--- src/rtl/if_pc_sequencer.sv ---
// if_pc_sequencer: instruction-fetch address generator with redirect checks, window wrap/fault and accept counter
module if_pc_sequencer #(
  parameter int XLEN = 32,
  parameter int IF_INC = 4,
  parameter logic [XLEN-1:0] IF_BASE_ADDR = 32'h1000_0000,
  parameter logic [XLEN-1:0] IF_MAX_ADDR = 32'h1000_3FFF,
  parameter int WRAP_EN = 0,
  parameter int CNT_W = 32
) (
  input  logic            clk,
  input  logic            rst,
  input  logic            stall,
  output logic            req_valid,
  output logic [XLEN-1:0] req_addr,
  input  logic            req_ready,
  input  logic            redirect_valid,
  input  logic [XLEN-1:0] redirect_addr,
  input  logic            fault_clear,
  output logic            fault,
  output logic [1:0]      fault_cause,
  output logic [XLEN-1:0] fault_addr,
  output logic [CNT_W-1:0] fetch_cnt
);
  typedef enum logic [1:0] {S_BOOT, S_RUN, S_FAULT} state_t;
  localparam logic [XLEN-1:0] L_INC = XLEN'(IF_INC);
  localparam logic [XLEN-1:0] L_MASK = L_INC - 1'b1;
  state_t r_state, w_state_nx;
  logic r_pend, w_pend_nx;
  logic [XLEN-1:0] r_addr, w_addr_nx, r_faddr, w_faddr_nx;
  logic [1:0] r_cause, w_cause_nx;
  logic [CNT_W-1:0] r_cnt;
  logic w_accept, w_rd_mis, w_rd_oor, w_rd_bad, w_ovr;
  logic [1:0] w_rd_cause;
  logic [XLEN-1:0] w_seq;
  logic [XLEN:0] w_rd_end, w_seq_end;
  assign req_valid = (r_state == S_RUN) & (r_pend | ~stall);
  assign req_addr = r_addr;
  assign fault = (r_state == S_FAULT);
  assign fault_cause = r_cause;
  assign fault_addr = r_faddr;
  assign fetch_cnt = r_cnt;
  assign w_accept = req_valid & req_ready;
  // Range arithmetic is one bit wider so a carry-out reads as past the window.
  assign w_rd_mis = |(redirect_addr & L_MASK);
  assign w_rd_end = {1'b0, redirect_addr} + {1'b0, L_MASK};
  assign w_rd_oor = (redirect_addr < IF_BASE_ADDR) | (w_rd_end > {1'b0, IF_MAX_ADDR});
  assign w_rd_bad = w_rd_mis | w_rd_oor;
  assign w_rd_cause = w_rd_mis ? 2'b01 : 2'b10;
  assign w_seq = r_addr + L_INC;
  assign w_seq_end = {1'b0, r_addr} + {1'b0, L_INC} + {1'b0, L_MASK};
  assign w_ovr = w_seq_end > {1'b0, IF_MAX_ADDR};
  always_comb begin
    w_state_nx = r_state;
    w_addr_nx = r_addr;
    w_cause_nx = r_cause;
    w_faddr_nx = r_faddr;
    case (r_state)
      S_BOOT: begin
        w_state_nx = (redirect_valid & w_rd_bad) ? S_FAULT : S_RUN;
        w_addr_nx = (redirect_valid & ~w_rd_bad) ? redirect_addr : IF_BASE_ADDR;
        w_cause_nx = (redirect_valid & w_rd_bad) ? w_rd_cause : r_cause;
        w_faddr_nx = (redirect_valid & w_rd_bad) ? redirect_addr : r_faddr;
      end
      S_RUN: begin
        if (redirect_valid) begin
          w_state_nx = w_rd_bad ? S_FAULT : S_RUN;
          w_addr_nx = w_rd_bad ? r_addr : redirect_addr;
          w_cause_nx = w_rd_bad ? w_rd_cause : r_cause;
          w_faddr_nx = w_rd_bad ? redirect_addr : r_faddr;
        end else if (w_accept) begin
          w_state_nx = (w_ovr && WRAP_EN == 0) ? S_FAULT : S_RUN;
          w_addr_nx = w_ovr ? (WRAP_EN != 0 ? IF_BASE_ADDR : r_addr) : w_seq;
          w_cause_nx = (w_ovr && WRAP_EN == 0) ? 2'b11 : r_cause;
          w_faddr_nx = (w_ovr && WRAP_EN == 0) ? w_seq : r_faddr;
        end
      end
      default: begin
        if (redirect_valid) begin
          w_state_nx = w_rd_bad ? S_FAULT : S_RUN;
          w_addr_nx = w_rd_bad ? r_addr : redirect_addr;
          w_cause_nx = w_rd_bad ? w_rd_cause : 2'b00;
          w_faddr_nx = w_rd_bad ? redirect_addr : '0;
        end else if (fault_clear) begin
          w_state_nx = S_RUN;
          w_addr_nx = IF_BASE_ADDR;
          w_cause_nx = 2'b00;
          w_faddr_nx = '0;
        end
      end
    endcase
  end
  // A request stays pinned only while it was shown, not taken, and not redirected away.
  assign w_pend_nx = (r_state == S_RUN) & req_valid & ~req_ready & ~redirect_valid;
  always_ff @(posedge clk or posedge rst) begin
    if (rst) begin
      r_state <= S_BOOT;
      r_pend <= 1'b0;
      r_addr <= IF_BASE_ADDR;
      r_cause <= 2'b00;
      r_faddr <= '0;
      r_cnt <= '0;
    end else begin
      r_state <= w_state_nx;
      r_pend <= w_pend_nx;
      r_addr <= w_addr_nx;
      r_cause <= w_cause_nx;
      r_faddr <= w_faddr_nx;
      if (w_accept && !(&r_cnt)) r_cnt <= r_cnt + 1'b1;
    end
  end
endmodule

--- config.mk ---
export PLATFORM = sky130hd
export DESIGN_NAME = if_pc_sequencer
export DESIGN_NICKNAME = d
export VERILOG_FILES = /design/src/rtl/if_pc_sequencer.sv
export SDC_FILE = /design/constraint.sdc
export NUM_CORES = 1
export LEC_CHECK = 0
export CORE_MARGIN = 4
export CORE_UTILIZATION = 57
export DETAILED_ROUTE_END_ITERATION = 6
export PLACE_DENSITY = 0.85
export SYNTH_ARGS = -nofsm -noshare
export SYNTH_HDL_FRONTEND = slang
export SYNTH_SLANG_ARGS = --single-unit
--- constraint.sdc ---
create_clock -name clk -period 5.89 [get_ports clk]
set_input_delay 1.767 -clock clk [delete_from_list [all_inputs] [get_ports clk]]
set_output_delay 1.767 -clock clk [all_outputs]
set_load 0.1 [all_outputs]
==> summary.md, run 1 <==
| Metric | Value |
|---|---|
| Status | `complete, but fails checks` |
| Failing checks | `DRC` |
| Kind of critical path | `in2reg` |
| Number of global-route vias before repair | `6943` |
| Worst-path fanout max | `34` |
| Die width | `120 µm` |
| Max cap viols | `0` |
| Die Y | `120 µm` |
| PD cells | `244 mW/mm²` |
| Adder-cell share of the synthesized area | `1.22%` |
| CP top delay family | `simple AND/OR/NAND/NOR gates` |
| Starting DRC count in detailed routing | `895` |
| Worst Tran Pin Value | `1.02 ns` |
| Final Cycle Share | `89.3%` |
| CTS sink count | `101` |
| Wire per inst | `22.5 µm` |
| Slowest-stage cell, CP | `clkdlybuf4s50_1` |
| Startpoint Class | `input port` |
| CTS tree | `built` |
| Clk_skew | `0.00672 ns` |
| Vias per Instance | `6.66` |
| Synthesis Warnings | `0` |
| Setup TNS | `0 ns` |
| Yosys top cell by area | `dfrtp_1` |
| Final setup violation count | `0` |
| Unrepaired setup endpoints after global routing | `false` |
| Resized Gates After CTS | `0` |
| Ys flop type | `dfrtp_1` |
| Reg clk slew, reported paths | `0.07 ns` |
| Hold WC Path Type | `reg2reg` |
| P_leak | `3.39 nW` |
| Syn Nets | `858` |
| Worst Reg-to-Reg Cells | `10` |
| CP bufs+invs | `2` |
| Util after Layout | `72.1%` |
| Post-synthesis cell type count | `80` |
| Worst skew pair latency | `0.35 ns` |
| Final hold vios | `0` |
| Largest family of logic cells by synthesized area | `simple AND/OR/NAND/NOR gates` |
| CTS buffer count | `9` |
| Slew Limit Fails | `0` |
| Post-CTS Setup Bufs | `0` |
| Core Area | `0.0122 mm²` |
| CP arrival | `5.50 ns` |
| Synth Area in Compound Gates | `18.9%` |
| Number of fill cells in the layout | `975` |
| Routed Wire Length | `24400 µm` |
| Hold wc startpoint | `fetch_cnt[5]$_DFFE_PP0P_` |
| Number of flops mapped to enable cells by yosys | `0` |
| Num rows | `40` |
| Number of routed nets with antenna violations | `0` |
| Final weighted congestion in routability-driven placement | `0.981` |
| Die area | `0.0145 mm²` |
| Worst Setup End Kind | `flip-flop` |
| Area contributors post-synth | `dfrtp_1, xnor2_1, mux2_2` |
| Gr usage total | `33.4%` |
| CTS max path bufs | `2` |
| Number of synthesized register bits | `101` |
| Vias | `7229` |
| Mapped Area | `0.00720 mm²` |
| Layout net count | `958` |
| Synth Area in Simple Gates | `23.2%` |
| Post-synth ARST share | `100%` |
| I/O pins | `138` |
| Hold Crit Endpoint | `fetch_cnt[5]$_DFFE_PP0P_` |
| Worst EP required | `6.13 ns` |
| Root Buffer | `clkbuf_16` |
| Proportion of synthesized chip area in sequential cells | `35.1%` |
| Synth-to-layout area growth | `22.2%` |
| H-tree levels | `3` |
| Total grt overflow | `0` |
| Mean Syn Cell Area | `8.86 µm²` |
| Post-synthesis xor/xnor area fraction | `9.36%` |
| Fraction of layout cells with a size suffix above 1 | `8.62%` |
| Ant. Diodes | `0` |
| F_max | `190 MHz` |
| Drt first pass iters | `7` |
| Largest net degree at the start of global routing | `76` |
| Portion of netlist area occupied by mux cells | `5.92%` |
| Initial antenna violation count | `0` |
| Top cell type's share of synthesized area | `34.7%` |
| CP peak stage delay | `0.60 ns` |
| Worst Hold Depth | `1` |
| FF-to-FF setup slack | `1.14 ns` |
| FF-to-FF End | `req_addr[26]$_DFFE_PP0P_` |
| Global-route wire length before repair | `38300 µm` |
| Fin crit period | `5.26 ns` |
| Peak supply drop | `0.000387 V` |
| Max-slew headroom | `31.1%` |
| Final HPWL DP | `18300 µm` |
| Post-synthesis cell count | `813` |
| I/O Buffers | `137` |
| # hold bufs at CTS | `0` |
| R2r startpoint | `req_addr[2]$_DFFE_PP0P_` |
| CP Cell Sequence | `clkdlybuf4s50_1 > inv_1 > ha_1 > and4b_1 > nand3_1 > a2111o_1 > a211oi_1 > o41a_2 > and4_1 > nand2b_1 > nand3_4 > mux2_2` |
| Number of remaining DRC errors | `1` |
| Initial Utilization | `59.0%` |
-- final cells by class --
type                       instances  area (µm²)  share of cell area (%)
sequential                       101        2530                    28.7
clock inverter                     5        60.1                   0.682
tap                              168         210                    2.39
multi-input combinational        626        4220                    47.9
clock buffer                      10         229                    2.60
inverter                          27         104                    1.18
timing repair buffer             148        1450                    16.5
-- how the worst max path moves through the flow --
stage	startpoint	end	slack (ns)	depth (start not counted)
finish	redirect_addr[0]	fault_addr[8]$_DFFE_PP0P_	0.63	12
global placement	redirect_addr[0]	fault_cause[1]$_DFFE_PP0P_	0.48	12
global route	redirect_addr[0]	fault_addr[8]$_DFFE_PP0P_	0.50	12
CTS	redirect_addr[0]	fault_addr[8]$_DFFE_PP0P_	0.71	12
floorplan	stall	fetch_cnt[27]$_DFFE_PP0P_	0.84	8
detailed placement	redirect_addr[0]	fault_cause[1]$_DFFE_PP0P_	0.38	12
-- power by group --
part	internal, W	switching [W]
logic	0.000197	0.000556
registers	0.000742	0.0000540
clock network	0.000329	0.000271
-- cell usage in the layout (no fill, tap or decap), types with 8 or more instances in the layout --
master,n
o31ai_1,9
and4_1,14
o21ai_0,43
o211ai_1,9
nor2b_1,10
a21oi_1,19
a31oi_1,21
clkbuf_16,9
nand4_1,27
xor2_1,20
a22o_1,8
buf_4,12
inv_1,24
nand2_1,69
dfrtp_1,100
nor4_1,11
mux2_2,29
clkdlybuf4s50_1,136
a32o_1,9
mux2i_1,10
a211oi_1,9
nor3_1,26
o22ai_1,10
nand3_1,50
nor2_1,55
and3_1,11
xnor2_1,57
-- registers in the layout, summed over array words and instances, names as in the netlist --
register,flops
fault_cause,2
fault_addr,32
r_pend,1
req_addr,32
fetch_cnt,32
r_state,2
-- synth_stat cells (11+ instances only) --
master / instances
a31oi_1: 21
nor3_1: 26
mux2_2: 29
nand3_1: 50
clkbuf_1: 22
o21ai_0: 43
nand4_1: 27
inv_1: 25
nand2_1: 69
and4_1: 14
dfrtp_1: 100
and3_1: 11
buf_2: 19
a21oi_1: 19
xnor2_1: 57
nor2_1: 55
nor4_1: 11
xor2_1: 20
-- metrics by stage --
step                      instances  setup slack [ns]  power, W  hold slack (ns)  instance area, µm²
after floorplan                 813             0.845   0.00135            0.549                7200
after global placement         1070             0.485   0.00155            0.473                8510
after detailed placement       1070             0.375   0.00156            0.484                8510
after CTS                      1085             0.713   0.00215            0.497                8800
after global routing           1085             0.497   0.00222            0.526                8800
final                          1085             0.627   0.00215            0.497                8800
-- cell families after synthesis --
logic type	count (synthesis)
AND/OR/NAND/NOR	312
AO/OA/AOI/OAI	191
flip-flops	101
buffers and inverters	86
XOR/XNOR	77
multiplexers	39
adder cells (fa/ha/maj)	7
-- per-layer routing --
| layer | global-route usage, % | up-vias | part of all wire, % |
|---|---|---|---|
| met2 | 53.9 | 467 | 47 |
| met3 | 7.25 | 84 | 10 |
| li1 | - | 3207 | - |
| met1 | 44.9 | 3471 | 40 |
| met4 | 10.9 | 0 | 3.0 |
| met5 | 0 | - | 0 |
Note: power is estimated with default switching activity, not from simulation.
==> inputs of run 2 (changes only) <==
--- a/config.mk
+++ b/config.mk
@@ -8,7 +8,7 @@
 export CORE_MARGIN = 4
 export CORE_UTILIZATION = 57
 export DETAILED_ROUTE_END_ITERATION = 6
-export PLACE_DENSITY = 0.85
+export PLACE_DENSITY = 0.87
 export SYNTH_ARGS = -nofsm -noshare
 export SYNTH_HDL_FRONTEND = slang
 export SYNTH_SLANG_ARGS = --single-unit
==> run 2 against run 1 <==
  * The flow now finishes without violations
  * Core utilization is 0.34 points higher
  * Highest routed layer unchanged
  * Setup slack gained 0.037 ns
  * Global-route usage fell by 1.7 points
  * Sequential cell count is the same
  * Wire length down 5.2%
  * Die area stayed put
  * Critical path depth unchanged
  * Register-to-register slack improved by 0.13 ns
  * Cell count grew 0.28%
  * Fmax is 0.71% higher
  * Non-clock buffer count rose by 2
  * Design area is 0.47% higher
==> summary.md, run 2 (synthesis gave the netlist of run 1 again) <==
| Metric | Value |
|---|---|
| H-tree levels | `3 (unchanged)` |
| Post-DP Area | `0.00853 mm² (+0.18%)` |
| Final weighted congestion in routability-driven placement | `0.970 (-1.1%)` |
| CP Cell Sequence | `clkdlybuf4s50_1 > inv_1 > ha_1 > and4b_1 > nand3_1 > a2111o_1 > a211oi_1 > o41a_2 > and4_1 > nand2b_1 > nand3_4 > o221a_2` |
| Most common cell after layout, fill and taps aside | `clkdlybuf4s50_1` |
| Number of remaining DRC errors | `0 (-1)` |
| Worst Setup End Kind | `flip-flop` |
| Hold wc startpoint | `fetch_cnt[15]$_DFFE_PP0P_` |
| Initial Utilization | `59.0% (unchanged)` |
| Crit path launch | `redirect_addr[0]` |
| Hold WC Path Type | `reg2reg` |
| Most frequent cells in the layout | `clkdlybuf4s50_1, dfrtp_1, nand2_1` |
| Max-slew headroom | `30.4% (-0.69 points)` |
| Final Cycle Share | `88.7% (-0.63 points)` |
| Routed Wire Length | `23100 µm (-5.2%)` |
| Wire per inst | `21.2 µm (-5.5%)` |
| CTS tree | `built` |
| I/O pins | `138 (unchanged)` |
| Vias per Instance | `6.64 (-0.39%)` |
| Root Buffer | `clkbuf_16` |
| Largest net degree at the start of global routing | `76 (unchanged)` |
| Final HPWL DP | `16700 µm (-8.7%)` |
| Number of fill cells in the layout | `950 (-2.6%)` |
| Num rows | `40 (unchanged)` |
| Startpoint Class | `input port` |
| Synth-to-layout area growth | `22.7%` |
| Initial antenna violation count | `0 (unchanged)` |
| Gr usage total | `31.7% (-1.7 points)` |
| Drt first pass iters | `7 (unchanged)` |
| Max cap viols | `0 (unchanged)` |
| Die width | `120 µm (unchanged)` |
| R2r startpoint | `req_addr[1]$_DFFE_PP0P_` |
| Vias | `7221 (-0.11%)` |
| Slew Limit Fails | `0 (unchanged)` |
| CTS buffer count | `9 (unchanged)` |
| CTS max path bufs | `2 (unchanged)` |
| Number of global-route vias before repair | `6898 (-0.65%)` |
| Peak supply drop | `0.000226 V (-42%)` |
| # hold bufs at CTS | `0 (unchanged)` |
| CTS sink count | `101 (unchanged)` |
| Worst Tran Pin Value | `1.04 ns (+0.0165 ns)` |
| Clk_skew | `0.00919 ns (+0.00247 ns)` |
| Worst-path fanout max | `34 (unchanged)` |
| P_leak | `3.41 nW (+0.78%)` |
| Fin crit period | `5.23 ns (-0.0371 ns)` |
| Ant. Diodes | `0 (unchanged)` |
| Hold Slack | `0.501 ns (+0.00409 ns)` |
| Global-route wire length before repair | `36900 µm (-3.6%)` |
| Setup TNS | `0 ns (unchanged)` |
| Die Y | `120 µm (unchanged)` |
| CP peak stage delay | `0.58 ns (-0.02 ns)` |
| Worst skew pair latency | `0.36 ns (about the same)` |
| Final setup violation count | `0 (unchanged)` |
| Die area | `0.0145 mm² (unchanged)` |
| Unrepaired setup endpoints after global routing | `false` |
| Starting DRC count in detailed routing | `1072 (+20%)` |
| Slowest-stage cell, CP | `clkdlybuf4s50_1` |
| Kind of critical path | `in2reg` |
| Resized Gates After CTS | `0 (unchanged)` |
| Layout net count | `960 (+0.21%)` |
| I/O Buffers | `137 (unchanged)` |
| Post-CTS Setup Bufs | `0 (unchanged)` |
| F_max | `191 MHz (+0.71%)` |
| PD cells | `247 mW/mm² (+1.2%)` |
| Core Area | `0.0122 mm² (unchanged)` |
| Number of routed nets with antenna violations | `0 (unchanged)` |
| Worst EP required | `6.14 ns (about the same)` |
| Final hold vios | `0 (unchanged)` |
| CP arrival | `5.48 ns (-0.02 ns)` |
| CP bufs+invs | `2 (unchanged)` |
| Status | `finished, final reports clean` |
| Reg clk slew, reported paths | `0.08 ns (about the same)` |
| Design Power | `0.00219 W (+1.7%)` |
| CP top delay family | `simple AND/OR/NAND/NOR gates` |
| Cell area after layout | `0.00884 mm² (+0.47%)` |
| Fraction of layout cells with a size suffix above 1 | `9.02% (+0.41 points)` |
| Total grt overflow | `0 (unchanged)` |
==> run 2: cell count changes in the layout (fill, tap and decap cells not counted) <==
| cell | previous run | this run |
|---|---|---|
| clkbuf_1 | 1 | 0 |
| clkinvlp_4 | 1 | 0 |
| buf_4 | 12 | 14 |
| clkinv_2 | 1 | 0 |
| inv_6 | 1 | 2 |
| clkbuf_8 | 0 | 1 |
| clkinv_4 | 1 | 2 |
| inv_8 | 0 | 1 |
==> run 2: cell type report <==
cell class | count | area [µm²] | area share [%]
inverter | 27 | 104 | 1.17
multi-input combinational | 626 | 4220 | 47.7
sequential | 101 | 2530 | 28.6
tap | 168 | 210 | 2.38
clock inverter | 6 | 76.3 | 0.863
timing repair buffer | 150 | 1470 | 16.6
clock buffer | 10 | 239 | 2.70
==> run 2: per-stage QoR <==
step / std cells / util [%] / worst slack, ns
6_report: 1088 / 72.4 / 0.664
5_1_grt: 1088 / 72.4 / 0.432
4_1_cts: 1088 / 72.4 / 0.675
3_5_place_dp: 1072 / 69.8 / 0.343
3_3_place_gp: 1072 / 69.8 / 0.460
2_1_floorplan: 813 / - / 0.845
==> run 2: metal layers <==
layer	global-route usage, %	share of wire (%)	up-vias
met2	49.5	46	506
li1	-	-	3223
met1	41.8	38	3408
met5	0	0	-
met4	11.0	3.4	0
met3	10.1	13	84
==> run 2: path summary, 6_finish.rpt <==
check                                             end  slack, ns  cells after the start
min reg2reg                 fetch_cnt[15]$_DFFE_PP0P_       0.50                      1
max                        fault_cause[1]$_DFFE_PP0P_       0.66                     12
min in group asynchronous  fault_addr[16]$_DFFE_PP0P_       1.97                      2
max in group asynchronous    req_addr[28]$_DFFE_PP1P_       2.97                      3
min                         fetch_cnt[15]$_DFFE_PP0P_       0.50                      1
max reg2reg                  req_addr[26]$_DFFE_PP0P_       1.27                     11
==> run 2: where the power goes <==
group          total (W)  internal, W  switching [W]
Clock           0.000636     0.000349       0.000287
Sequential      0.000795     0.000742      0.0000530
Combinational   0.000754     0.000198       0.000557
Total            0.00219      0.00129       0.000897
==> inputs of run 3 (changes only) <==
--- a/config.mk
+++ b/config.mk
@@ -8,6 +8,7 @@
 export CORE_MARGIN = 4
 export CORE_UTILIZATION = 57
 export DETAILED_ROUTE_END_ITERATION = 6
+export HOLD_SLACK_MARGIN = 0.08
 export PLACE_DENSITY = 0.87
 export SYNTH_ARGS = -nofsm -noshare
 export SYNTH_HDL_FRONTEND = slang
==> constraint.sdc (replaced) <==
create_clock -name clk -period 6.51 [get_ports clk]
set_input_delay 1.953 -clock clk [delete_from_list [all_inputs] [get_ports clk]]
set_output_delay 1.953 -clock clk [all_outputs]
set_load 0.1 [all_outputs]
==> run 3 against run 2 <==
  * Clock-buffer cell count grew 1
  * Total power shrank 9.0%
  * Cell count shrank 0.46%
  * Wire length grew 2.5%
  * Sequential share of layout area grew 0.11 points
  * Setup slack gained 0.34 ns
  * Non-clock buffer count shrank 5
  * Sequential cell count is the same
  * Clock power shrank 8.2%
  * Critical endpoint is now fault_addr[14]$_DFFE_PP0P_
==> summary.md, run 3 (synthesis gave the netlist of run 1 again) <==
| Metric | Value |
|---|---|
| Unrepaired setup endpoints after global routing | `false` |
| CTS buffer count | `9 (unchanged)` |
| I/O Buffers | `137 (unchanged)` |
| Largest net degree at the start of global routing | `53 (-30%)` |
| Reg clk slew, reported paths | `0.07 ns (about the same)` |
| Wire per inst | `21.9 µm (+3.0%)` |
| Kind of critical path | `in2reg` |
| Post-CTS Setup Bufs | `0 (unchanged)` |
| Worst Setup End Kind | `flip-flop` |
| Most frequent cells in the layout | `clkdlybuf4s50_1, dfrtp_1, nand2_1` |
| Status | `finished, final reports clean` |
| Initial antenna violation count | `0 (unchanged)` |
| Final HPWL DP | `17100 µm (+2.2%)` |
| Final Cycle Share | `84.6%` |
| Number of global-route vias before repair | `7066 (+2.4%)` |
| Layout net count | `955 (-0.52%)` |
| Post-Layout Cell Count | `1083 (-0.46%)` |
| Die Y | `120 µm (unchanged)` |
| Ant. Diodes | `0 (unchanged)` |
| Vias | `7307 (+1.2%)` |
| Fin crit period | `5.51 ns` |
| Final weighted congestion in routability-driven placement | `0.986 (+1.7%)` |
| Num rows | `40 (unchanged)` |
| I/O pins | `138 (unchanged)` |
| Vias per Instance | `6.75 (+1.7%)` |
| Number of routed nets with antenna violations | `0 (unchanged)` |
| Core Area | `0.0122 mm² (unchanged)` |
| Most common cell after layout, fill and taps aside | `clkdlybuf4s50_1` |
| Number of remaining DRC errors | `0 (unchanged)` |
| Gr usage total | `32.7% (+1.0 points)` |
| Worst skew pair latency | `0.36 ns (about the same)` |
| Worst-path fanout max | `34 (unchanged)` |
| F_max | `182 MHz` |
| P_leak | `3.39 nW (-0.73%)` |
| Fraction of layout cells with a size suffix above 1 | `8.52% (-0.50 points)` |
| CP arrival | `5.74 ns (+0.26 ns)` |
| Slew Limit Fails | `0 (unchanged)` |
| Root Buffer | `clkbuf_16` |
| Setup TNS | `0 ns (unchanged)` |
| Die width | `120 µm (unchanged)` |
| Resized Gates After CTS | `0 (unchanged)` |
| Final setup violation count | `0 (unchanged)` |
| Worst EP required | `6.75 ns (+0.61 ns)` |
| Cell total after placement | `1067 (-0.47%)` |
| H-tree levels | `3 (unchanged)` |
| Worst Tran Pin Value | `1.22 ns (+0.178 ns)` |
| Drt first pass iters | `6 (-1)` |
| Hold WC Path Type | `reg2reg` |
| Final hold vios | `0 (unchanged)` |
| Die area | `0.0145 mm² (unchanged)` |
| Startpoint Class | `input port` |
| # hold bufs at CTS | `0 (unchanged)` |
| CTS tree | `built` |
| Clk_skew | `0.00818 ns (-0.00101 ns)` |
| Total grt overflow | `0 (unchanged)` |
| Max cap viols | `0 (unchanged)` |
| Synth-to-layout area growth | `22.3%` |
| Number of fill cells in the layout | `935 (-1.6%)` |
| CTS sink count | `101 (unchanged)` |
| Peak supply drop | `0.000367 V (+62%)` |
| CTS max path bufs | `2 (unchanged)` |
| Max-slew headroom | `18.2% (-12 points)` |
| Starting DRC count in detailed routing | `1059 (-1.2%)` |
| Routed Wire Length | `23700 µm (+2.5%)` |
| Initial Utilization | `59.0% (unchanged)` |
| PD cells | `226 mW/mm² (-8.7%)` |
| Global-route wire length before repair | `38000 µm (+3.0%)` |
[run 3: cell count changes in the layout (fill, tap and decap cells not counted)]
cell and change:
clkinvlp_4 +1, clkbuf_8 +1, inv_6 -1, clkinv_4 -1, buf_4 -5
[run 3: layer usage]
metal	up-vias	global-route usage, %	routed length, µm
met5	-	0	0
met2	506	51.2	11100
li1	3209	-	-
met4	0	12.3	788
met3	76	9.17	2660
met1	3516	43.4	9170
[run 3: stage by stage]
stage	instance area [µm²]	setup slack [ns]	power, W	util (%)	hold WS (ns)
after floorplan	7200	1.18	0.00122	-	0.549
after global placement	8490	0.783	0.00140	69.5	0.487
after detailed placement	8490	0.680	0.00141	69.5	0.488
after CTS	8810	1.05	0.00198	72.1	0.504
after global routing	8810	0.751	0.00204	72.1	0.529
final	8810	1.00	0.00199	72.1	0.506
[run 3: final timing paths]
| path | from | endpoint | slack, ns | cells past startpoint |
|---|---|---|---|---|
| min reg2reg | fetch_cnt[18]$_DFFE_PP0P_ | fetch_cnt[18]$_DFFE_PP0P_ | 0.51 | 1 |
| max in group asynchronous | rst | fault_addr[6]$_DFFE_PP0P_ | 3.35 | 3 |
| min | fetch_cnt[18]$_DFFE_PP0P_ | fetch_cnt[18]$_DFFE_PP0P_ | 0.51 | 1 |
| max | redirect_addr[0] | fault_addr[14]$_DFFE_PP0P_ | 1.00 | 12 |
| min in group asynchronous | rst | req_addr[17]$_DFFE_PP0P_ | 2.06 | 2 |
| max reg2reg | req_addr[0]$_DFFE_PP0P_ | req_addr[26]$_DFFE_PP0P_ | 1.84 | 11 |
[run 3: cell type report]
type	count	area, µm²	area share [%]
clock buffer	11	253	2.87
clock inverter	5	66.3	0.753
inverter	27	104	1.18
multi-input combinational	626	4220	47.9
sequential	101	2530	28.7
tap	168	210	2.39
timing repair buffer	145	1430	16.2
[run 3: critical path: stages]
cell and delay (ns):
clkdlybuf4s50_1 0.59, inv_1 0.10, ha_1 0.32, and4b_1 0.39
nand3_1 0.12, a2111o_1 0.36, a211oi_1 0.24, o41a_2 0.20
and4_1 0.33, nand2b_1 0.24, nand3_4 0.44, mux2_2 0.45
[run 3: where the power goes]
| group | switching [W] | internal [W] |
|---|---|---|
| registers | 0.0000512 | 0.000671 |
| logic | 0.000504 | 0.000178 |
| clock network | 0.000260 | 0.000324 |
| total | 0.000815 | 0.00117 |
